===== src/rtl/ndarray_window_packer.sv =====
//==============================================================================
// Module      : ndarray_window_packer
// Description : Packs CHUNK-slot input chunks into a SLOTS-slot frame at a
//               self-generated offset, zero-filling unwritten slots, and emits
//               full or flushed partial frames on a valid/ready output.
//               Optional macro PACKER_STATS_EN adds frame/partial counters.
// Revision    : 1.0 - initial release
//==============================================================================
`default_nettype none

module ndarray_window_packer #(
    parameter  int ELEM_W  = 2,
    parameter  int INNER   = 3,
    parameter  int CHUNK   = 2,
    parameter  int SLOTS   = 6,
    localparam int SLOT_W  = ELEM_W * INNER,
    localparam int FRAME_W = SLOTS * SLOT_W,
    localparam int CNT_W   = $clog2(SLOTS + 1)
) (
    input  logic                      CLK,
    input  logic                      ASYNCRESETN,
    input  logic                      in_valid,
    output logic                      in_ready,
    input  logic [CHUNK*SLOT_W-1:0]   in_data,
    input  logic                      flush,
    output logic                      out_valid,
    input  logic                      out_ready,
    output logic [FRAME_W-1:0]        out_data,
    output logic [CNT_W-1:0]          out_fill
`ifdef PACKER_STATS_EN
    ,
    output logic [15:0]               frame_count,
    output logic [15:0]               partial_count
`endif
);

    localparam logic [0:0] S_FILL  = 1'b0;
    localparam logic [0:0] S_DRAIN = 1'b1;

    localparam logic [CNT_W-1:0] C_CHUNK     = CNT_W'(CHUNK);
    localparam logic [CNT_W-1:0] C_LAST_OFF  = CNT_W'(SLOTS - CHUNK);
    localparam logic [CNT_W-1:0] C_SLOTS     = CNT_W'(SLOTS);

    logic [0:0]         state_q, state_d;
    logic [CNT_W-1:0]   off_q,   off_d;
    logic [FRAME_W-1:0] frame_q, frame_d;

    logic w_accept;
    logic w_handshake;

    assign w_accept    = (state_q == S_FILL)  && in_valid;
    assign w_handshake = (state_q == S_DRAIN) && out_ready;

    // State register
    always_ff @(posedge CLK or negedge ASYNCRESETN) begin
        if (!ASYNCRESETN) begin
            state_q <= S_FILL;
        end else begin
            state_q <= state_d;
        end
    end

    // Next-state logic; an accept coincident with flush still lands in the frame
    always_comb begin
        state_d = state_q;
        case (state_q)
            S_FILL: begin
                if ((w_accept && (off_q == C_LAST_OFF)) ||
                    (flush && (w_accept || (off_q != '0)))) begin
                    state_d = S_DRAIN;
                end
            end
            S_DRAIN: begin
                if (out_ready) begin
                    state_d = S_FILL;
                end
            end
            default: state_d = S_FILL;
        endcase
    end

    // Output decode from state only, so no combinational handshake paths
    always_comb begin
        in_ready  = 1'b0;
        out_valid = 1'b0;
        case (state_q)
            S_FILL:  in_ready  = 1'b1;
            S_DRAIN: out_valid = 1'b1;
            default: begin
                in_ready  = 1'b0;
                out_valid = 1'b0;
            end
        endcase
    end

    always_comb begin
        frame_d = frame_q;
        off_d   = off_q;
        if (w_accept) begin
            for (int k = 0; k < SLOTS; k++) begin
                for (int c = 0; c < CHUNK; c++) begin
                    if (k == int'(off_q) + c) begin
                        frame_d[k*SLOT_W +: SLOT_W] = in_data[c*SLOT_W +: SLOT_W];
                    end
                end
            end
            off_d = off_q + C_CHUNK;
        end else if (w_handshake) begin
            frame_d = '0;
            off_d   = '0;
        end
    end

    always_ff @(posedge CLK or negedge ASYNCRESETN) begin
        if (!ASYNCRESETN) begin
            frame_q <= '0;
            off_q   <= '0;
        end else begin
            frame_q <= frame_d;
            off_q   <= off_d;
        end
    end

    assign out_data = frame_q;
    assign out_fill = off_q;

`ifdef PACKER_STATS_EN
    logic [15:0] frame_count_q;
    logic [15:0] partial_count_q;

    // Counters wrap naturally at 16 bits
    always_ff @(posedge CLK or negedge ASYNCRESETN) begin
        if (!ASYNCRESETN) begin
            frame_count_q   <= '0;
            partial_count_q <= '0;
        end else if (w_handshake) begin
            frame_count_q <= frame_count_q + 16'd1;
            if (off_q < C_SLOTS) begin
                partial_count_q <= partial_count_q + 16'd1;
            end
        end
    end

    assign frame_count   = frame_count_q;
    assign partial_count = partial_count_q;
`endif

endmodule

`default_nettype wire


===== config.mk =====
export PLATFORM = sky130hd
export DESIGN_NAME = ndarray_window_packer
export DESIGN_NICKNAME = d
export VERILOG_FILES = /design/src/rtl/ndarray_window_packer.sv
export SDC_FILE = /design/constraint.sdc
export NUM_CORES = 1
export LEC_CHECK = 0
export CORE_ASPECT_RATIO = 1.4
export CORE_UTILIZATION = 39
export CTS_CLUSTER_DIAMETER = 120
export CTS_CLUSTER_SIZE = 25
export DETAILED_ROUTE_END_ITERATION = 6
export GPL_TIMING_DRIVEN = 1
export PLACE_DENSITY = 0.61
export REMOVE_ABC_BUFFERS = 1
export SYNTH_ARGS = -nofsm -noshare
export SYNTH_HDL_FRONTEND = slang
export SYNTH_SLANG_ARGS = --single-unit

===== constraint.sdc =====
create_clock -name CLK -period 1.6 [get_ports CLK]
set_clock_uncertainty 0.05 [all_clocks]
set_input_delay 0.24 -clock CLK [delete_from_list [all_inputs] [get_ports CLK]]
set_output_delay 0.24 -clock CLK [all_outputs]
set_load 0.02 [all_outputs]

==> qor.txt, run 1 <==
Status: finished clean
Antenna Cells: 0
Multi-input gate area: 0.001294 mm^2
Share of post-route cells with drive strength above 1: 12.28%
Final max-slew violation count: 0
Reg2reg end: out_data[25]
Final setup vio count: 0
Crit-path slowest cell: clkdlybuf4s50_1
Seq/Total Area, Yosys: 39.12%
Area Growth Syn to Fin: 29.79%
Antenna viol nets, final: 0
Drt wl/cell: 17.48 um
Slew @ Worst Pin: 0.5502 ns
Crit path cell chain: clkdlybuf4s50_1
Final Cycle Share: 98.40%
Logic pwr share: 52.1%
Critical path fanouts, max: 3
Die H: 96.64 um
Psw: 2.326 mW
Post-synth EDFFs: 0
Worst EP required: 1.31 ns
Worst slew margin: 63.32%
CP delay by family, top: buffers and inverters
Port Buffers: 56
Tot GR Track Use: 19.05%
Seq pwr share: 30.6%
Die area: 0.006725 mm^2
Worst VDD drop: 758.3 uV
Clock Path Buffers: 2
Global-route wire length before repair: 10,320 um
Register bit count reported by yosys: 39
Total congestion overflow: 0
RSZ-0062 raised after global routing: false
Setup CP Type: reg -> out
Fin cells: 357
Starting density of the core: 40.17%
Clock Latency Late Sink: 0.28 ns
Final number of hold-violating endpoints: 0
Pre-antenna DRT Iters: 4
Via Count: 2,001
R2R depth: 4
H-tree level count: 2
Total buffers and inverters traversed by the critical path: 1
Pin count of the biggest net entering global routing: 106
Worst Hold Class: in -> async
Post-Synthesis Cells: 235
Final min period: 1.574 ns
CP peak stage delay: 0.62 ns
Worst EP arrival: 1.28 ns
Final wirelength: 6240 um
DR DRC count: 0
Distinct cells, synth: 25
Row cnt: 34
Clock transition at path regs: 0.08 ns
Die Wd: 69.60 um
YS warnings: 0
CTS tree: done
Iter 0 DRT Violations: 125
Syn_area_per_cell: 10.62 um^2
Max cap viols: 0
Cell Pwr Density: 1775 mW/mm^2
Crit start category: flop
Crit path capture type: output port
Clock share of power: 17.3%
Pleak: 1.617 nW
Global placer's final weighted congestion: 0.7489
Core Util, Final: 52.14%
Post-Syn Area: 0.002495 mm^2
CORE AREA: 0.006211 mm^2
Vias in the first global route: 1,947
Reg area: 977.2 um^2
Total CTS buffers: 5
Number of fill cells: 583
Most common cell after layout, fill and taps aside: dfrtp_1
Cell Int Power: 3.421 mW
Reg2reg setup slack: 0.20 ns
R2r startpoint: out_fill[1]
Dpl cells: 348
Avg Vias per Cell: 5.605
Post-DP HPWL: 3987 um
Net Sw Frac: 40.48%
Root Buffer: clkbuf_8
Ys async rst share: 100.0%
Fin nets: 306
Commonest non-fill, non-tap cells in the layout: 38 x dfrtp_1, 37 x nand2b_1, 36 x nand3b_1, 36 x nand4b_1, 26 x o211ai_1
I/O pin cnt: 58
Synth Flop Type: dfrtp_1
Setup Fix Bufs, Post-CTS: 0
CTS sink cnt: 39
Peak Freq: 635.2 MHz
Initial antenna violation count: 0
[repair_timing]
item	in CTS	in global routing
setup endpoints to repair	14	22
hold buffers	1	0
hold endpoints to repair	20	0
resized for setup	14	22
gates cloned	0	0
[power by group through the flow]
stage / registers, mW / logic (mW) / clock network [mW]
3_3_place_gp: 1.79 / 3.10 / 0
5_1_grt: 1.83 / 3.25 / 1.05
6_report: 1.76 / 3.00 / 0.992
2_1_floorplan: 2.38 / 1.13 / 0
4_1_cts: 1.77 / 3.06 / 1.01
3_5_place_dp: 1.79 / 3.15 / 0
[through the flow]
stage	hold WS [ns]	setup WS, ns	cell area (um^2)	TNS [ns]	total power [mW]
detailed placement	0.2193	0.04974	3058	0	4.935
floorplan	-0.1056	-0.7345	2281	-22.38	3.511
CTS	0.4345	0.005289	3183	0	5.837
finish	0.4143	0.02558	3238	0	5.748
global route	0.4563	0.00007505	3238	0	6.120
global placement	0.2145	0.06368	3058	0	4.890
[flip-flops by register name (all words and copies together) (netlist names)]
register and flops:
out_fill 2, out_data 36, state_q 1
[layout make-up]
cell class / instances / share of cell area [%]
clock buffers: 6 / 2.241
clock inverters: 2 / 1.855
inverters: 3 / 0.3478
multi-input cells: 164 / 39.95
flip-flops and latches: 39 / 30.18
well taps: 72 / 2.782
repair buffers: 71 / 22.64
[worst max path at each step]
stage / from / end / slack [ns] / cells past startpoint
floorplan: state_q / in_ready / -0.73 / 1
global placement: in_valid / out_data[5] / 0.06 / 5
detailed placement: in_valid / out_data[33] / 0.05 / 4
CTS: out_data[30] / out_data[30] / 0.005 / 1
global route: out_data[24] / out_data[24] / 0.00008 / 1
finish: out_data[24] / out_data[24] / 0.03 / 1
[routing by layer]
layer / global-route usage (%) / share of wire [%]
met3: 3.125 / 2.0
met4: 3.768 / 0.53
met1: 25.74 / 47
met5: 0 / 0
met2: 32.11 / 51
[logic make-up (layout without fill, tap and decap cells)]
| group | count (synthesis) | count (layout) | share of synthesized area [%] |
|---|---|---|---|
| adders and majority gates | 5 | 5 | 2.508 |
| muxes | 1 | 1 | 0.4012 |
| buffers and inverters | 32 | 82 | 9.027 |
| DFF | 39 | 39 | 39.12 |
| other | 1 | 1 | 0.1503 |
| xor gates and xnor gates | 1 | 1 | 0.3511 |
| and+or+nand+nor | 116 | 116 | 34.60 |
| AOI/OAI and AO/OA | 40 | 40 | 13.84 |
[synthesized netlist by cell type (2+ instances only)]
cell / instances / area, um^2
nand4b_1: 36 / 315.3
nand2b_1: 37 / 231.5
buf_6: 9 / 101.4
clkbuf_1: 5 / 18.77
o211ai_2: 10 / 125.1
nand3b_1: 36 / 270.3
inv_1: 3 / 11.26
buf_2: 8 / 40.04
and2_1: 4 / 25.02
buf_4: 4 / 30.03
ha_1: 5 / 62.56
dfrtp_1: 39 / 975.9
o211ai_1: 26 / 195.2
o22ai_1: 2 / 12.51
Power figures use the tool's default switching activity.
==> run 2: changes to the inputs <==
--- a/config.mk
+++ b/config.mk
@@ -7,12 +7,13 @@
 export LEC_CHECK = 0
 export CORE_ASPECT_RATIO = 1.4
 export CORE_UTILIZATION = 39
-export CTS_CLUSTER_DIAMETER = 120
+export CTS_CLUSTER_DIAMETER = 60
 export CTS_CLUSTER_SIZE = 25
 export DETAILED_ROUTE_END_ITERATION = 6
 export GPL_TIMING_DRIVEN = 1
 export PLACE_DENSITY = 0.61
 export REMOVE_ABC_BUFFERS = 1
+export SKIP_CTS_REPAIR_TIMING = 1
 export SYNTH_ARGS = -nofsm -noshare
 export SYNTH_HDL_FRONTEND = slang
 export SYNTH_SLANG_ARGS = --single-unit
==> run 2 against run 1 <==
  * Critical path depth unchanged
  * Final cell count is the same
  * Register-to-register slack hardly changed
  * Fmax about the same
  * Sequential share of layout area decreased by 0.48 points
  * Non-clock buffer count did not move
  * Clock power about the same
  * Count of clock-buffer cells in the layout unchanged
==> qor.txt, run 2 (synthesis results as in run 1) <==
Via Count: 2,005 (+0.20%)
RSZ-0062 raised after global routing: false
Final setup vio count: 0 (unchanged)
Die Wd: 69.60 um (unchanged)
Port Buffers: 56 (unchanged)
Clock Latency Late Sink: 0.28 ns (about the same)
Share of post-route cells with drive strength above 1: 12.28% (unchanged)
Total CTS buffers: 5 (unchanged)
Row cnt: 34 (unchanged)
Die H: 96.64 um (unchanged)
Crit start category: flop
Crit path capture type: output port
Reg2reg end: out_data[27]
Final max-slew violation count: 0 (unchanged)
Iter 0 DRT Violations: 149 (+19%)
Reg area: 977.2 um^2 (unchanged)
Setup CP Type: reg -> out
Global placer's final weighted congestion: 0.7489 (unchanged)
Worst slew margin: 63.33% (about the same)
Reg2reg setup slack: 0.20 ns (about the same)
Peak Freq: 635.1 MHz (about the same)
Max Used Layer: met4
Commonest non-fill, non-tap cells in the layout: 38 x dfrtp_1, 37 x nand2b_1, 36 x nand3b_1, 36 x nand4b_1, 36 x dlymetal6s2s_1
H-tree level count: 2 (unchanged)
Met3 wire length: 138 um (+11%)
R2R depth: 4 (unchanged)
Multi-input gate area: 0.001294 mm^2 (unchanged)
R2r startpoint: out_fill[1]
CP peak stage delay: 0.62 ns (about the same)
Drt wl/cell: 17.49 um (about the same)
Clock transition at path regs: 0.08 ns (about the same)
Worst path depth: 1 (unchanged)
Starting density of the core: 40.17% (unchanged)
Number of fill cells: 574 (-1.5%)
Final number of hold-violating endpoints: 0 (unchanged)
Pre-antenna DRT Iters: 4 (unchanged)
Design Area, Final: 0.003291 mm^2 (+1.6%)
Routed wl met2: 3228 um (+2.2%)
Worst EP required: 1.31 ns (about the same)
Status: finished clean
Post-DP HPWL: 3987 um (unchanged)
Tot GR Track Use: 18.99% (-0.066 points)
Worst VDD drop: 758.8 uV (about the same)
Vias in the first global route: 1,951 (+0.21%)
Worst EP arrival: 1.28 ns (about the same)
Die area: 0.006725 mm^2 (unchanged)
Antenna Cells: 0 (unchanged)
Slew @ Worst Pin: 0.5500 ns (-0.0002322 ns)
Fin nets: 306 (unchanged)
Worst Hold Class: in -> async
Root Buffer: clkbuf_8
CORE AREA: 0.006211 mm^2 (unchanged)
Final min period: 1.575 ns (+0.0001048 ns)
Cell Pwr Density: 1767 mW/mm^2 (-0.48%)
Total buffers and inverters traversed by the critical path: 1 (unchanged)
Crit path cell chain: clkdlybuf4s50_1
CP Capture Point: out_data[24]
Avg Vias per Cell: 5.616 (+0.20%)
Max cap viols: 0 (unchanged)
Pwr Total: 5.813 mW (+1.1%)
Clock Path Buffers: 2 (unchanged)
Initial antenna violation count: 0 (unchanged)
Critical path fanouts, max: 3 (unchanged)
DR DRC count: 0 (unchanged)
Placed cell area: 0.003058 mm^2 (unchanged)
Area Growth Syn to Fin: 31.90%
Pleak: 1.774 nW (+9.7%)
CTS sink cnt: 39 (unchanged)
Final Cycle Share: 98.41% (about the same)
Global-route wire length before repair: 10,310 um (-0.14%)
M1 wire length: 2844 um (-2.7%)
Critical path origin: out_data[24]
Antenna viol nets, final: 0 (unchanged)
Crit-path slowest cell: clkdlybuf4s50_1
Most common cell after layout, fill and taps aside: dfrtp_1
CP delay by family, top: buffers and inverters
Final wirelength: 6244 um (about the same)
I/O pin cnt: 58 (unchanged)
Pin count of the biggest net entering global routing: 106 (unchanged)
Max reg flops: 36 (unchanged)
CTS tree: done
Total congestion overflow: 0 (unchanged)
-- run 2: changes by cell type in the layout (fill, tap and decap cells not counted) --
cell	before	now
dlymetal6s2s_1	22	36
dlygate4sd2_1	14	0
-- run 2: final cells by class --
type,count,share of cell area (%)
inverters,3,0.3422
flip-flops and latches,39,29.70
clock inverters,2,1.825
repair buffers,71,23.88
multi-input cells,164,39.32
well taps,72,2.738
clock buffers,6,2.205
-- run 2: metal layers --
| layer | track usage (%) | up-vias |
|---|---|---|
| met5 | 0 | - |
| met4 | 3.768 | 0 |
| met3 | 3.125 | 4 |
| met2 | 31.96 | 30 |
| met1 | 25.67 | 1008 |
| li1 | - | 963 |
-- run 2: power breakdown --
part           internal (mW)  leakage, nW  switching (mW)
combinational           1.47         1.19            1.59
clock                  0.624       0.0654           0.365
sequential              1.39        0.519           0.366
total                   3.49         1.77            2.32
-- run 2: through the flow --
stage | hold slack (ns) | utilization, % | TNS, ns | setup slack [ns] | instances
after floorplan | -0.1056 | - | -22.38 | -0.7345 | 206
after global placement | 0.2145 | 49.23 | 0 | 0.06368 | 348
after detailed placement | 0.2193 | 49.23 | 0 | 0.04974 | 348
after CTS | -0.1023 | 51.37 | -0.4605 | -0.1435 | 356
after global routing | 0.4563 | 52.98 | 0 | 0.00007505 | 357
final | 0.4143 | 52.98 | 0 | 0.02548 | 357
-- run 2: worst min-delay path by stage --
stage / from / endpoint / slack [ns] / depth (start not counted)
after floorplan: ASYNCRESETN / out_data[0] / -0.11 / 0
after global placement: ASYNCRESETN / out_data[25] / 0.21 / 1
after detailed placement: ASYNCRESETN / out_data[17] / 0.22 / 1
after CTS: ASYNCRESETN / out_data[27] / -0.10 / 1
after global routing: ASYNCRESETN / out_data[27] / 0.46 / 2
final: ASYNCRESETN / out_data[17] / 0.41 / 2
==> run 3: changes to the inputs <==
--- a/config.mk
+++ b/config.mk
@@ -11,7 +11,7 @@
 export CTS_CLUSTER_SIZE = 25
 export DETAILED_ROUTE_END_ITERATION = 6
 export GPL_TIMING_DRIVEN = 1
-export PLACE_DENSITY = 0.61
+export PLACE_DENSITY = 0.63
 export REMOVE_ABC_BUFFERS = 1
 export SKIP_CTS_REPAIR_TIMING = 1
 export SYNTH_ARGS = -nofsm -noshare
==> constraint.sdc (replaced) <==
create_clock -name CLK -period 1.4 [get_ports CLK]
set_clock_uncertainty 0.05 [all_clocks]
set_input_delay 0.21 -clock CLK [delete_from_list [all_inputs] [get_ports CLK]]
set_output_delay 0.21 -clock CLK [all_outputs]
set_load 0.02 [all_outputs]
==> run 3 against run 2 <==
  * Routed wire length down 0.56%
  * Critical endpoint is now out_fill[2]
  * Final cell count up 2.5%
  * Flip-flop and latch count unchanged
  * Count of clock-buffer cells in the layout up 1
==> qor.txt, run 3 (synthesis results as in run 1) <==
Final number of hold-violating endpoints: 0 (unchanged)
Crit path capture type: output port
Antenna viol nets, final: 0 (unchanged)
CORE AREA: 0.006211 mm^2 (unchanged)
Starting density of the core: 40.17% (unchanged)
Clock Path Buffers: 2 (unchanged)
Die area: 0.006725 mm^2 (unchanged)
Hold slack final: 0.3670 ns (-0.04730 ns)
Crit path cell chain: buf_4, dlymetal6s2s_1
Share of post-route cells with drive strength above 1: 17.01% (+4.7 points)
Pleak: 1.877 nW (+5.8%)
Worst Hold Class: in -> async
Commonest non-fill, non-tap cells in the layout: 40 x dlymetal6s2s_1, 38 x dfrtp_1, 37 x nand2b_1, 36 x nand3b_1, 36 x nand4b_1
Placed cell area: 0.003123 mm^2 (+2.1%)
Final Cycle Share: 96.32%
DR DRC count: 0 (unchanged)
CP peak stage delay: 0.44 ns (-0.18 ns)
Reg area: 977.2 um^2 (unchanged)
Worst EP required: 1.14 ns (-0.17 ns)
Critical path fanouts, max: 5 (+2)
Global-route wire length before repair: 10,250 um (-0.53%)
Total CTS buffers: 5 (unchanged)
RSZ-0062 raised after global routing: false
Final min period: 1.349 ns
Row cnt: 34 (unchanged)
Post-DP HPWL: 4067 um (+2.0%)
Core Util, Final: 54.09% (+1.1 points)
Initial antenna violation count: 0 (unchanged)
Pin count of the biggest net entering global routing: 53 (-50%)
Port Buffers: 56 (unchanged)
Drt wl/cell: 16.96 um (-3.0%)
Final max-slew violation count: 0 (unchanged)
Status: finished clean
Antenna Cells: 0 (unchanged)
Via Count: 2,023 (+0.90%)
Crit-path slowest cell: dfrtp_1
Total buffers and inverters traversed by the critical path: 2 (+1)
Vias in the first global route: 1,996 (+2.3%)
Total congestion overflow: 0 (unchanged)
Peak Freq: 741.6 MHz
Area Growth Syn to Fin: 34.65%
Dpl cells: 355 (+2.0%)
Fin nets: 315 (+2.9%)
Number of fill cells: 575 (+0.17%)
Pre-antenna DRT Iters: 4 (unchanged)
CTS tree: done
Die Wd: 69.60 um (unchanged)
Worst VDD drop: 982.0 uV (+29%)
Fin cells: 366 (+2.5%)
Most common cell after layout, fill and taps aside: dlymetal6s2s_1
CTS sink cnt: 39 (unchanged)
Global placer's final weighted congestion: 0.7349 (-1.9%)
Final setup vio count: 0 (unchanged)
Clock transition at path regs: 0.08 ns (about the same)
Clock Latency Late Sink: 0.29 ns (about the same)
Tot GR Track Use: 19.07% (+0.084 points)
Final wirelength: 6209 um (-0.56%)
Worst EP arrival: 1.09 ns (-0.19 ns)
Root Buffer: clkbuf_8
I/O pin cnt: 58 (unchanged)
Setup CP Type: reg -> out
Avg Vias per Cell: 5.527 (-1.6%)
Pwr Total: 6.566 mW (+13%)
CP delay by family, top: flip-flops
H-tree level count: 2 (unchanged)
Max cap viols: 0 (unchanged)
Design Area, Final: 0.003359 mm^2 (+2.1%)
Multi-input gate area: 0.001301 mm^2 (+0.58%)
Iter 0 DRT Violations: 162 (+8.7%)
Crit start category: flop
Max reg flops: 36 (unchanged)
Cell Pwr Density: 1955 mW/mm^2 (+11%)
Die H: 96.64 um (unchanged)
-- run 3: final timing paths --
check	to	start	depth (start not counted)	slack, ns
setup / recovery	out_fill[2]	out_fill[2]	2	0.05
hold / removal	out_data[35]	ASYNCRESETN	3	0.37
setup reg to reg	out_data[3]	out_fill[2]	4	0.07
hold reg to reg	out_data[22]	out_data[22]	2	0.51
max in group asynchronous	state_q	ASYNCRESETN	3	0.69
min in group CLK	state_q	flush	3	0.50
-- run 3: layer usage --
metal  routed length (um)  vias to the layer above  GRT usage, %
li1                     -                      981             -
met1                 2882                     1002         25.72
met2                 3089                       35         31.22
met3                  167                        5         3.229
met4                   69                        0         5.651
met5                    0                        -             0
-- run 3: worst min-delay path, delay by kind of cell --
family | cells | cell delay (ns)
buf+inv | 3 | 0.87
-- run 3: stage by stage --
stage	setup WS (ns)	TNS, ns
floorplan	-0.9045	-30.52
global placement	-0.05109	-1.126
detailed placement	-0.07480	-1.804
CTS	-0.3068	-6.801
global route	0.006929	0
finish	0.05148	0
-- run 3: power breakdown --
group	total, mW	switching [mW]	internal (mW)
combinational	3.70	1.88	1.82
clock	0.880	0.431	0.449
sequential	1.99	0.398	1.59
-- run 3: final cells by class --
class	instances	area share, %
sequential	39	29.09
clock buffer	7	2.868
inverter	3	0.3352
timing repair buffer	80	26.07
clock inverter	1	0.2235
multi-input combinational	164	38.73
tap	72	2.682
